<file path="config.mk">
export PLATFORM = sky130hd
export DESIGN_NAME = vote_tally
export DESIGN_NICKNAME = d
export VERILOG_FILES = /design/src/rtl/vote_tally_pkg.sv /design/src/rtl/vote_popcount.sv /design/src/rtl/vote_tally.sv
export SDC_FILE = /design/constraint.sdc
export NUM_CORES = 1
export LEC_CHECK = 0
export ABC_CLOCK_PERIOD_IN_PS = 3650
export BUFFER_PORTS_ARGS = -buffer_cell sky130_fd_sc_hd__buf_2
export CAP_MARGIN = 20
export CORE_UTILIZATION = 45
export DETAILED_ROUTE_END_ITERATION = 16
export PLACE_DENSITY = 0.73
export SYNTH_ARGS = -nofsm -noshare
export SYNTH_HDL_FRONTEND = slang
export SYNTH_SLANG_ARGS = --single-unit
export TNS_END_PERCENT = 10
</file>
<file path="constraint.sdc">
create_clock -name clk -period 3.65 [get_ports clk]
set_input_delay 0.365 -clock clk [delete_from_list [all_inputs] [get_ports clk]]
set_output_delay 0.365 -clock clk [all_outputs]
set_load 0.05 [all_outputs]
</file>
<file path="src/rtl/vote_tally_pkg.sv">
// ---------------------------------------------------------------------------
// vote_tally_pkg
// Shared types and helpers for the vote_tally ballot block.
//   state_t : ballot FSM state encoding (IDLE -> COLLECT -> DONE -> IDLE)
//   cnt_w() : width needed to hold a tally of 0..n yes votes
// Optional feature macro used by the top level: VOTE_TALLY_VETO_EN.
// ---------------------------------------------------------------------------
package vote_tally_pkg;

    typedef enum logic [1:0] {
        IDLE    = 2'd0,
        COLLECT = 2'd1,
        DONE    = 2'd2
    } state_t;

    function automatic int cnt_w(input int n);
        return $clog2(n + 1);
    endfunction

endpackage

</file>
<file path="src/rtl/vote_popcount.sv">
// ---------------------------------------------------------------------------
// vote_popcount
// Purely combinational population count of an N-bit vector.
// Ports:
//   i_vec    in   N       vector to count
//   o_count  out  CNT_W   number of ones in i_vec
// ---------------------------------------------------------------------------
module vote_popcount
    import vote_tally_pkg::*;
#(
    parameter int N = 5,
    localparam int CNT_W = cnt_w(N)
) (
    input  logic [N-1:0]     i_vec,
    output logic [CNT_W-1:0] o_count
);

    logic [CNT_W-1:0] w_count;

    always_comb begin
        w_count = '0;
        for (int i = 0; i < N; i++) begin
            w_count = w_count + CNT_W'(i_vec[i]);
        end
    end

    assign o_count = w_count;

endmodule

</file>
<file path="src/rtl/vote_tally.sv">
// ---------------------------------------------------------------------------
// vote_tally
// Timed ballot over N_VOTERS level inputs. Each voter's first "yes" is
// latched into a sticky mask; the ballot closes as soon as the outcome is
// settled (threshold reached, everyone voted) or the window expires.
// Optional feature macro: VOTE_TALLY_VETO_EN -- when defined, votes[0] is
// the chair and no pass is possible without the chair's yes.
// Ports:
//   clk        in   1         system clock, rising edge
//   rst_n      in   1         synchronous reset, active low
//   start      in   1         opens a ballot; sampled only in IDLE
//   votes      in   N_VOTERS  per-voter yes level; votes[0] is the chair
//   busy       out  1         high while collecting
//   done       out  1         one-cycle pulse when the result becomes valid
//   pass       out  1         ballot result; held until the next start
//   yes_count  out  CNT_W     final tally; held until the next start
//   ballot     out  N_VOTERS  sticky yes mask; held until the next start
// ---------------------------------------------------------------------------
module vote_tally
    import vote_tally_pkg::*;
#(
    parameter int N_VOTERS  = 5,
    parameter int THRESHOLD = 3,
    parameter int WINDOW    = 16,
    localparam int CNT_W    = cnt_w(N_VOTERS)
) (
    input  logic                clk,
    input  logic                rst_n,
    input  logic                start,
    input  logic [N_VOTERS-1:0] votes,
    output logic                busy,
    output logic                done,
    output logic                pass,
    output logic [CNT_W-1:0]    yes_count,
    output logic [N_VOTERS-1:0] ballot
);

    // A one-cycle window needs no countdown bits, but keep the timer at
    // least one bit wide so it stays a legal vector.
    localparam int TW = (WINDOW > 1) ? $clog2(WINDOW) : 1;
    localparam logic [TW-1:0]    TIMER_LOAD = TW'(WINDOW - 1);
    localparam logic [CNT_W-1:0] THR        = CNT_W'(THRESHOLD);

    state_t              r_state;
    logic [TW-1:0]       r_timer;
    logic                r_busy;
    logic                r_done;
    logic                r_pass;
    logic [CNT_W-1:0]    r_yes_count;
    logic [N_VOTERS-1:0] r_ballot;

    logic [N_VOTERS-1:0] w_bal_nx;
    logic [CNT_W-1:0]    w_tally;
    logic                w_chair_ok;
    logic                w_meets;
    logic                w_decide;

    // Mask as it will look after this edge; the decision is taken on it so
    // a vote arriving in the deciding cycle is already counted.
    assign w_bal_nx = r_ballot | votes;

    vote_popcount #(.N(N_VOTERS)) u_popcount (
        .i_vec   (w_bal_nx),
        .o_count (w_tally)
    );

`ifdef VOTE_TALLY_VETO_EN
    assign w_chair_ok = w_bal_nx[0];
`else
    assign w_chair_ok = 1'b1;
`endif

    assign w_meets  = (w_tally >= THR) && w_chair_ok;
    // Once everyone has voted nothing can change, so close early.
    assign w_decide = w_meets || (r_timer == '0) || (&w_bal_nx);

    always_ff @(posedge clk) begin
        if (!rst_n) begin
            r_state     <= IDLE;
            r_timer     <= '0;
            r_busy      <= 1'b0;
            r_done      <= 1'b0;
            r_pass      <= 1'b0;
            r_yes_count <= '0;
            r_ballot    <= '0;
        end else begin
            case (r_state)
                IDLE: begin
                    r_done <= 1'b0;
                    if (start) begin
                        r_ballot    <= '0;
                        r_pass      <= 1'b0;
                        r_yes_count <= '0;
                        r_timer     <= TIMER_LOAD;
                        r_busy      <= 1'b1;
                        r_state     <= COLLECT;
                    end
                end
                COLLECT: begin
                    r_ballot <= w_bal_nx;
                    if (w_decide) begin
                        r_pass      <= w_meets;
                        r_yes_count <= w_tally;
                        r_busy      <= 1'b0;
                        r_done      <= 1'b1;
                        r_state     <= DONE;
                    end else begin
                        r_timer <= r_timer - TW'(1);
                    end
                end
                DONE: begin
                    r_done  <= 1'b0;
                    r_state <= IDLE;
                end
                default: begin
                    r_busy  <= 1'b0;
                    r_done  <= 1'b0;
                    r_state <= IDLE;
                end
            endcase
        end
    end

    assign busy      = r_busy;
    assign done      = r_done;
    assign pass      = r_pass;
    assign yes_count = r_yes_count;
    assign ballot    = r_ballot;

endmodule

</file>
==> results.yml, run 1 <==
floorplan:
  num_rows: 15
  die_h_microns: 45.6
  core_area_sq_mm: 0.00175
  dieArea_sq_mm: 0.00208
  die_w_microns: 45.6
  ioPinCount: 19
  start_util_pct: 49.0
sta:
  tightestPinTransition_ns: 1.01
  fin_crit_ns: 3.29
  setup_ws_ns: 0.362
  setup_viol: 0
  min_period_over_period_pct: 90.1
  maxSlewViolCount: 0
  max_freq_ghz: 0.304
  setup_tns_ns: 0
  finClkSkew_ns: 0.00466
  maxSlewHeadroom_pct: 32.6
  finalHoldViolations: 0
  rsz0062_at_grt: "no"
yosys:
  synth_nets: 106
  synthSimpleGateAreaFrac_pct: 22.4
  synth_compound_area_share_pct: 24.5
  synth_area_sq_um: 855
  ys_seq_elements: 17
  yosys.area_share.adder_pct: 9.08
  synth_mux_area_share_pct: 0
  synth_top_cell_by_area: "dfxtp_1"
  synth_area_leaders: "dfxtp_1, nor2_1, fa_1"
  synth_area_per_cell_sq_um: 9.19
  synth_top_family_by_area: "compound AO/OA/AOI/OAI gates"
  synthCells: 93
  synth_xor_area_share_pct: 0
  synth_cell_types: 31
  yosysSeqAreaShare_pct: 39.8
  yosys_warnings: 0
  yosysTopAreaCellShare_pct: 39.8
finish:
  diodes: 0
  layout_commonest_cell: "buf_2"
  drive_gt1_share_pct: 29.5
  regArea_sq_um: 340
  final_cell_mix: "buf_2, dfxtp_1, nor2_1"
  final_cell_area_sq_um: 990
  fin_nets: 126
  multi_input_area_sq_um: 478
  areaGrowthSynthToFinish_pct: 15.8
  nFillCells: 169
clocking:
  cts_setup_buffers: 0
  cts_hold_buf: 0
  clockBufferDepth: 2
  clock-root-buffer: "clkbuf_4"
  cts_resized: 0
  clkSlewWorstSetupHoldPaths_ns: 0.10
  clock_latency_ns: 0.29
  cts_tree: "built"
  clock_sinks: 17
  cts-htree-levels: 1
  numCtsBuffers: 3
route:
  ant_nets: 0
  wl_microns: 1680
  avgRoutedWirePerCell_microns: 12.3
  via_count: 737
  drc: 0
  drtPass1Iterations: 4
  drtIter0Drc: 9
  viasPerCell: 5.38
run:
  maxCapViolCount: 0
worst_setup_path:
  path_cells: "or2_2 -> ha_1 -> inv_1 -> fa_1 -> inv_1 -> ha_1 -> fa_1 -> a21oi_2 -> o211ai_4 -> o31a_1 -> o31a_1"
  worstPathMaxFanout: 7
  r2r_slack_ns: 0.36
  path_delay_family: "adder cells"
  critPathRequiredTime_ns: 3.84
  critical-path-slowest-cell: "fa_1"
  r2r_start: "ballot[1]"
  cp_num_buf_inv: 2
  start_kind: "register"
  critPathArrivalTime_ns: 3.47
  worst_r2r_path_depth: 11
  path_class: "reg2reg"
  critPathMaxStageDelay_ns: 0.52
  r2r-end: "r_timer[3]"
  crit_path_end_kind: "register"
hold_path:
  hold-path-endpoint: "ballot[1]"
  min_path_type: "in2reg"
  holdCritStartpoint: "votes[1]"
  hold_path_depth: 3
place:
  dp_slack_ns: 0.241
  place_area_sq_um: 962
  gp_congestion: 0.810
  place.port_buffers: 18
  hpwl_microns: 1240
pwr:
  ir_worst_vdd_mv: 0.301
  power.density_mw_per_mm2: 523
  p_leak_nw: 0.450
global_routing:
  grt_overflow_total: 0
  grt_pass1_vias: 619
  grt_max_degree: 16
  antenna_found_initial: 0
  grt_pass1_wl_microns: 2760
  grtUsageTotal_pct: 18.7
status:
  status: "completed"
==> per-layer routing <==
| layer | vias to the layer above | global-route usage (%) | share of wire, % |
|---|---|---|---|
| met2 | 8 | 26.9 | 47 |
| met1 | 347 | 25.7 | 49 |
| met3 | 2 | 4.76 | 3.0 |
| met4 | 0 | 9.70 | 0.89 |
| li1 | 380 | - | - |
| met5 | - | 0 | 0 |
==> flip-flops by register name, indices dropped and copies added, names as in the netlist <==
name       cells
ballot         5
r_timer        4
yes_count      3
pass           1
busy           1
done           1
r_state        2
==> through the flow <==
stage               instances  hold slack (ns)  total power [mW]  util (%)
floorplan                  93            0.452             0.380         -
global placement          133            0.450             0.419      55.1
detailed placement        133            0.453             0.420      55.1
CTS                       137            0.295             0.523      56.7
global route              137            0.304             0.553      56.7
finish                    137            0.302             0.518      56.7
==> final cells by class <==
cell class | instances | share of cell area (%)
Clock buffer | 3 | 2.28
Multi-Input combinational cell | 67 | 48.3
Inverter | 6 | 2.28
Tap cell | 25 | 3.16
Clock inverter | 1 | 0.506
Timing Repair Buffer | 18 | 9.10
Sequential cell | 17 | 34.4
==> tightest hold or removal path, cell delays in order <==
cell and delay (ns):
buf_2 0.08, a21oi_1 0.05, nor2_1 0.07
==> power breakdown <==
part	total [mW]	internal, mW	switching [mW]
clock	0.101	0.0407	0.0605
sequential	0.219	0.205	0.0147
combinational	0.197	0.0681	0.129
==> kinds of logic (layout without fill, tap and decap cells) <==
group | Yosys count | in the layout
simple gates | 36 | 36
compound gates | 26 | 26
buf+inv | 9 | 28
fa+ha+maj | 5 | 5
flops | 17 | 17
==> synth_stat cells <==
master,count
a211oi_1,2
a21oi_1,6
a21oi_2,1
a311oi_1,3
buf_2,2
clkbuf_1,1
dfxtp_1,17
fa_1,2
ha_1,3
inv_1,6
nand2_1,5
nand2b_1,2
nand3_1,3
nand4_1,6
nor2_1,11
nor2_4,1
nor2b_1,2
nor4_1,1
o211a_1,1
o211a_2,1
o211ai_4,1
o21a_1,1
o21ai_0,4
o21ai_2,1
o221a_2,1
o22ai_2,1
o311a_1,1
o31a_1,2
or2_2,3
or3_1,1
or3b_4,1
==> worst max-delay path by stage <==
stage          slack, ns  depth (start not counted)         end  startpoint
3_5_place_dp        0.24                         12  r_timer[3]    votes[1]
5_1_grt             0.17                         11  r_timer[2]   ballot[1]
4_1_cts             0.35                         11  r_timer[3]   ballot[1]
3_3_place_gp        0.27                         12  r_timer[3]    votes[1]
2_1_floorplan       0.29                         11  r_timer[3]   ballot[0]
6_report            0.36                         11  r_timer[3]   ballot[1]
Note: power is estimated with default switching activity, not from simulation.
==> run 2, diff against run 1 <==
--- a/config.mk
+++ b/config.mk
@@ -8,9 +8,11 @@
 export ABC_CLOCK_PERIOD_IN_PS = 3650
 export BUFFER_PORTS_ARGS = -buffer_cell sky130_fd_sc_hd__buf_2
 export CAP_MARGIN = 20
+export CORE_MARGIN = 5
 export CORE_UTILIZATION = 45
 export DETAILED_ROUTE_END_ITERATION = 16
 export PLACE_DENSITY = 0.73
+export REMOVE_ABC_BUFFERS = 1
 export SYNTH_ARGS = -nofsm -noshare
 export SYNTH_HDL_FRONTEND = slang
 export SYNTH_SLANG_ARGS = --single-unit
==> results.yml, run 2 (synthesized netlist as in run 1, its figures left out) <==
status:
  status: "completed"
floorplan:
  dieArea_sq_mm: 0.00287
  num_rows: 15
  core_area_sq_mm: 0.00176
  ioPinCount: 19
  die_w_microns: 53.6
  die_h_microns: 53.6
  start_util_pct: 48.4
sta:
  setup_tns_ns: 0
  whs_ns: 0.328
  rsz0062_at_grt: "no"
  finalHoldViolations: 0
  finClkSkew_ns: 0.00240
  maxSlewViolCount: 0
  tightestPinTransition_ns: 1.00
  fin_crit_ns: 3.28
  setup_viol: 0
  max_freq_ghz: 0.305
  maxSlewHeadroom_pct: 33.2
  min_period_over_period_pct: 89.7
clocking:
  clock_latency_ns: 0.28
  clock-root-buffer: "clkbuf_4"
  clkSlewWorstSetupHoldPaths_ns: 0.09
  cts_resized: 0
  cts_setup_buffers: 0
  cts-htree-levels: 1
  clockBufferDepth: 2
  numCtsBuffers: 3
  cts_hold_buf: 0
  clock_sinks: 17
  cts_tree: "built"
global_routing:
  antenna_found_initial: 0
  grt_pass1_vias: 744
  grt_max_degree: 16
  grt_overflow_total: 0
  grt_pass1_wl_microns: 3220
  grtUsageTotal_pct: 15.3
worst_setup_path:
  worst_r2r_path_depth: 11
  r2r_start: "ballot[0]"
  worstPathMaxFanout: 7
  critPathArrivalTime_ns: 3.47
  r2r_slack_ns: 0.37
  crit_path_end_kind: "register"
  path_class: "reg2reg"
  critPathRequiredTime_ns: 3.85
  crit_end: "r_timer[2]"
  crit_start: "ballot[0]"
  start_kind: "register"
  r2r-end: "r_timer[2]"
pwr:
  p_leak_nw: 0.448
  switchingPower_mw: 0.197
  power.density_mw_per_mm2: 519
  internal-power_mw: 0.315
  p_seq_share_pct: 42.8
  p_clk_share_pct: 18.8
  combPwrFrac_pct: 38.4
  power_switching_share_pct: 38.5
  ir_worst_vdd_mv: 0.262
  total_power_mw: 0.513
route:
  drtIter0Drc: 7
  drc: 0
  wl_microns: 1770
  via_count: 757
  ant_nets: 0
  avgRoutedWirePerCell_microns: 12.9
  viasPerCell: 5.53
  drtPass1Iterations: 5
finish:
  final_cell_mix: "buf_2, dfxtp_1, nor2_1"
  diodes: 0
  fin_nets: 126
  drive_gt1_share_pct: 28.6
  largest_reg_flops: 5
  areaGrowthSynthToFinish_pct: 15.7
  layout_commonest_cell: "buf_2"
place:
  gp_congestion: 0.840
  hpwl_microns: 1400
  place.port_buffers: 18
run:
  maxCapViolCount: 0
hold_path:
  min_path_type: "in2reg"
==> run 2: cell count changes in the layout (fill, tap and decap cells not counted) <==
| cell | delta |
|---|---|
| clkbuf_1 | +1 |
| clkinv_2 | -1 |
==> run 2: critical path: stages (launching register included) <==
cell      delay, ns
dfxtp_1        0.32
or2_2          0.30
ha_1           0.28
inv_1          0.05
fa_1           0.52
inv_1          0.04
ha_1           0.20
fa_1           0.48
a21oi_2        0.28
o211a_2        0.34
a311oi_1       0.11
a311oi_1       0.27
==> run 2: worst min path at each step <==
stage | cells after the start | from | end | slack, ns
floorplan | 1 | r_timer[0] | r_timer[0] | 0.45
global placement | 2 | ballot[0] | ballot[0] | 0.46
detailed placement | 2 | done | done | 0.46
CTS | 3 | votes[0] | ballot[0] | 0.32
global route | 3 | votes[0] | ballot[0] | 0.32
finish | 3 | votes[0] | ballot[0] | 0.33
==> run 2: layout make-up <==
type                    instances  area, sq um
flip-flops and latches         17          340
repair buffers                 18         90.1
inverters                       6         22.5
clock buffers                   4         26.3
multi-input cells              67          478
fillers                       181          776
well taps                      25         31.3
==> run 2: power groups by stage <==
stage          combinational (mW)  clock [mW]  sequential, mW
6_report                    0.197      0.0963           0.219
4_1_cts                     0.199       0.100           0.220
3_3_place_gp                0.193           0           0.223
3_5_place_dp                0.198           0           0.224
5_1_grt                     0.217       0.111           0.223
2_1_floorplan               0.122           0           0.254
==> run 2: stage by stage <==
stage	setup WS, ns	instances	util, %	area, sq um
3_5_place_dp	0.234	133	54.5	962
5_1_grt	0.214	137	56.0	988
6_report	0.375	137	56.0	988
3_3_place_gp	0.312	133	54.5	962
2_1_floorplan	0.288	90	-	841
4_1_cts	0.363	137	56.0	988
==> run 2: per-layer routing <==
metal / global-route usage [%] / share of wire [%]
met1: 19.7 / 47
met2: 24.7 / 48
met3: 2.49 / 4.0
met4: 7.66 / 0.96
met5: 0 / 0
==> run 3, diff against run 2 <==
--- a/config.mk
+++ b/config.mk
@@ -8,6 +8,7 @@
 export ABC_CLOCK_PERIOD_IN_PS = 3650
 export BUFFER_PORTS_ARGS = -buffer_cell sky130_fd_sc_hd__buf_2
 export CAP_MARGIN = 20
+export CORE_ASPECT_RATIO = 0.7
 export CORE_MARGIN = 5
 export CORE_UTILIZATION = 45
 export DETAILED_ROUTE_END_ITERATION = 16
==> results.yml, run 3 (synthesized netlist as in run 1, its figures left out) <==
status:
  status: "completed"
place:
  hpwl_microns: 1420
  place.port_buffers: 18
  gp_congestion: 0.759
finish:
  fin_nets: 126
  largest_reg_flops: 5
  layout_commonest_cell: "buf_2"
  diodes: 0
  drive_gt1_share_pct: 29.5
  areaGrowthSynthToFinish_pct: 15.4
  final_cell_mix: "buf_2, dfxtp_1, nor2_1"
pwr:
  p_leak_nw: 0.450
  ir_worst_vdd_mv: 0.428
  power.density_mw_per_mm2: 529
  total_power_mw: 0.521
run:
  maxCapViolCount: 0
route:
  routed.top_layer: "met4"
  drtIter0Drc: 21
  ant_nets: 0
  avgRoutedWirePerCell_microns: 13.8
  via_count: 740
  wl_met3_microns: 87
  drtPass1Iterations: 4
  dr_wl_met2_microns: 813
  wl_microns: 1850
  wl_met1_microns: 920
  drc: 0
  viasPerCell: 5.52
worst_setup_path:
  r2r_slack_ns: 0.34
  path_depth: 11
  r2r-end: "r_timer[2]"
  worstPathMaxFanout: 7
  crit_end: "r_timer[2]"
  cp_num_buf_inv: 2
  critical-path-slowest-cell: "fa_1"
  path_delay_family: "adder cells"
  r2r_start: "ballot[0]"
  critPathMaxStageDelay_ns: 0.52
  crit_path_end_kind: "register"
  critPathArrivalTime_ns: 3.52
  path_class: "reg2reg"
  critPathRequiredTime_ns: 3.86
  path_cells: "or2_2 -> ha_1 -> inv_1 -> fa_1 -> inv_1 -> ha_1 -> fa_1 -> a21oi_2 -> o211a_2 -> a311oi_1 -> a311oi_1"
  worst_r2r_path_depth: 11
  start_kind: "register"
  crit_start: "ballot[0]"
clocking:
  clockBufferDepth: 2
  clock-root-buffer: "clkbuf_4"
  numCtsBuffers: 3
  cts_tree: "built"
  cts_resized: 0
  clkSlewWorstSetupHoldPaths_ns: 0.10
  cts_hold_buf: 0
  clock_latency_ns: 0.30
  cts-htree-levels: 1
  clock_sinks: 17
  cts_setup_buffers: 0
hold_path:
  min_path_type: "in2reg"
sta:
  maxSlewViolCount: 0
  finClkSkew_ns: 0.00440
  tightestPinTransition_ns: 1.06
  setup_tns_ns: 0
  max_freq_ghz: 0.302
  fin_crit_ns: 3.31
  setup_viol: 0
  maxSlewHeadroom_pct: 29.1
  finalHoldViolations: 0
  rsz0062_at_grt: "no"
  min_period_over_period_pct: 90.6
floorplan:
  start_util_pct: 46.5
  core_area_sq_mm: 0.00184
  die_w_microns: 62.1
  die_h_microns: 46.5
  num_rows: 13
  ioPinCount: 19
  dieArea_sq_mm: 0.00288
global_routing:
  grt_pass1_vias: 655
  antenna_found_initial: 0
  grt_overflow_total: 0
  grt_pass1_wl_microns: 3010
  grt_max_degree: 16
  grtUsageTotal_pct: 14.9
run 3: changes by cell type in the layout (fill, tap and decap cells not counted):
cell      previous run  this run
clkbuf_1             1         0
clkinv_2             0         1
run 3: worst reg2reg max path, cell delays in order, from the launching register on:
cell      delay [ns]
dfxtp_1         0.34
or2_2           0.30
ha_1            0.29
inv_1           0.05
fa_1            0.52
inv_1           0.04
ha_1            0.20
fa_1            0.47
a21oi_2         0.27
o211a_2         0.34
a311oi_1        0.12
a311oi_1        0.28
run 3: power breakdown:
part	switching (mW)	total [mW]	internal [mW]
combinational	0.129	0.198	0.0682
clock	0.0632	0.104	0.0408
sequential	0.0151	0.220	0.205
total	0.208	0.521	0.314
run 3: area by class of cell:
cell class                 count  area, sq um
clock buffer                   3         22.5
clock inverter                 1         5.00
fill                         181          852
inverter                       6         22.5
multi-input combinational     67          478
sequential                    17          340
tap                           22         27.5
timing repair buffer          18         90.1
run 3: worst min path at each step:
| stage | startpoint | end | slack [ns] | depth (start not counted) |
|---|---|---|---|---|
| 3_3_place_gp | done | done | 0.46 | 2 |
| 2_1_floorplan | r_timer[0] | r_timer[0] | 0.45 | 1 |
| 6_report | votes[0] | ballot[0] | 0.31 | 3 |
| 4_1_cts | votes[0] | ballot[0] | 0.31 | 3 |
| 5_1_grt | votes[1] | ballot[1] | 0.30 | 3 |
| 3_5_place_dp | done | done | 0.46 | 2 |
run 3: stage by stage:
step                      setup slack [ns]  cell area, sq um  cells  hold slack (ns)  util [%]
final                                0.344               986    134            0.307      53.6
after detailed placement             0.223               958    130            0.459      52.1
after global routing                 0.194               986    134            0.304      53.6
after floorplan                      0.288               841     90            0.452         -
after CTS                            0.362               986    134            0.310      53.6
after global placement               0.291               958    130            0.458      52.1
run 3: per-layer routing:
| layer | global-route usage [%] | vias to the layer above |
|---|---|---|
| met5 | 0 | - |
| met4 | 5.08 | 0 |
| met3 | 5.32 | 2 |
| met2 | 21.9 | 15 |
| met1 | 20.0 | 345 |
| li1 | - | 378 |
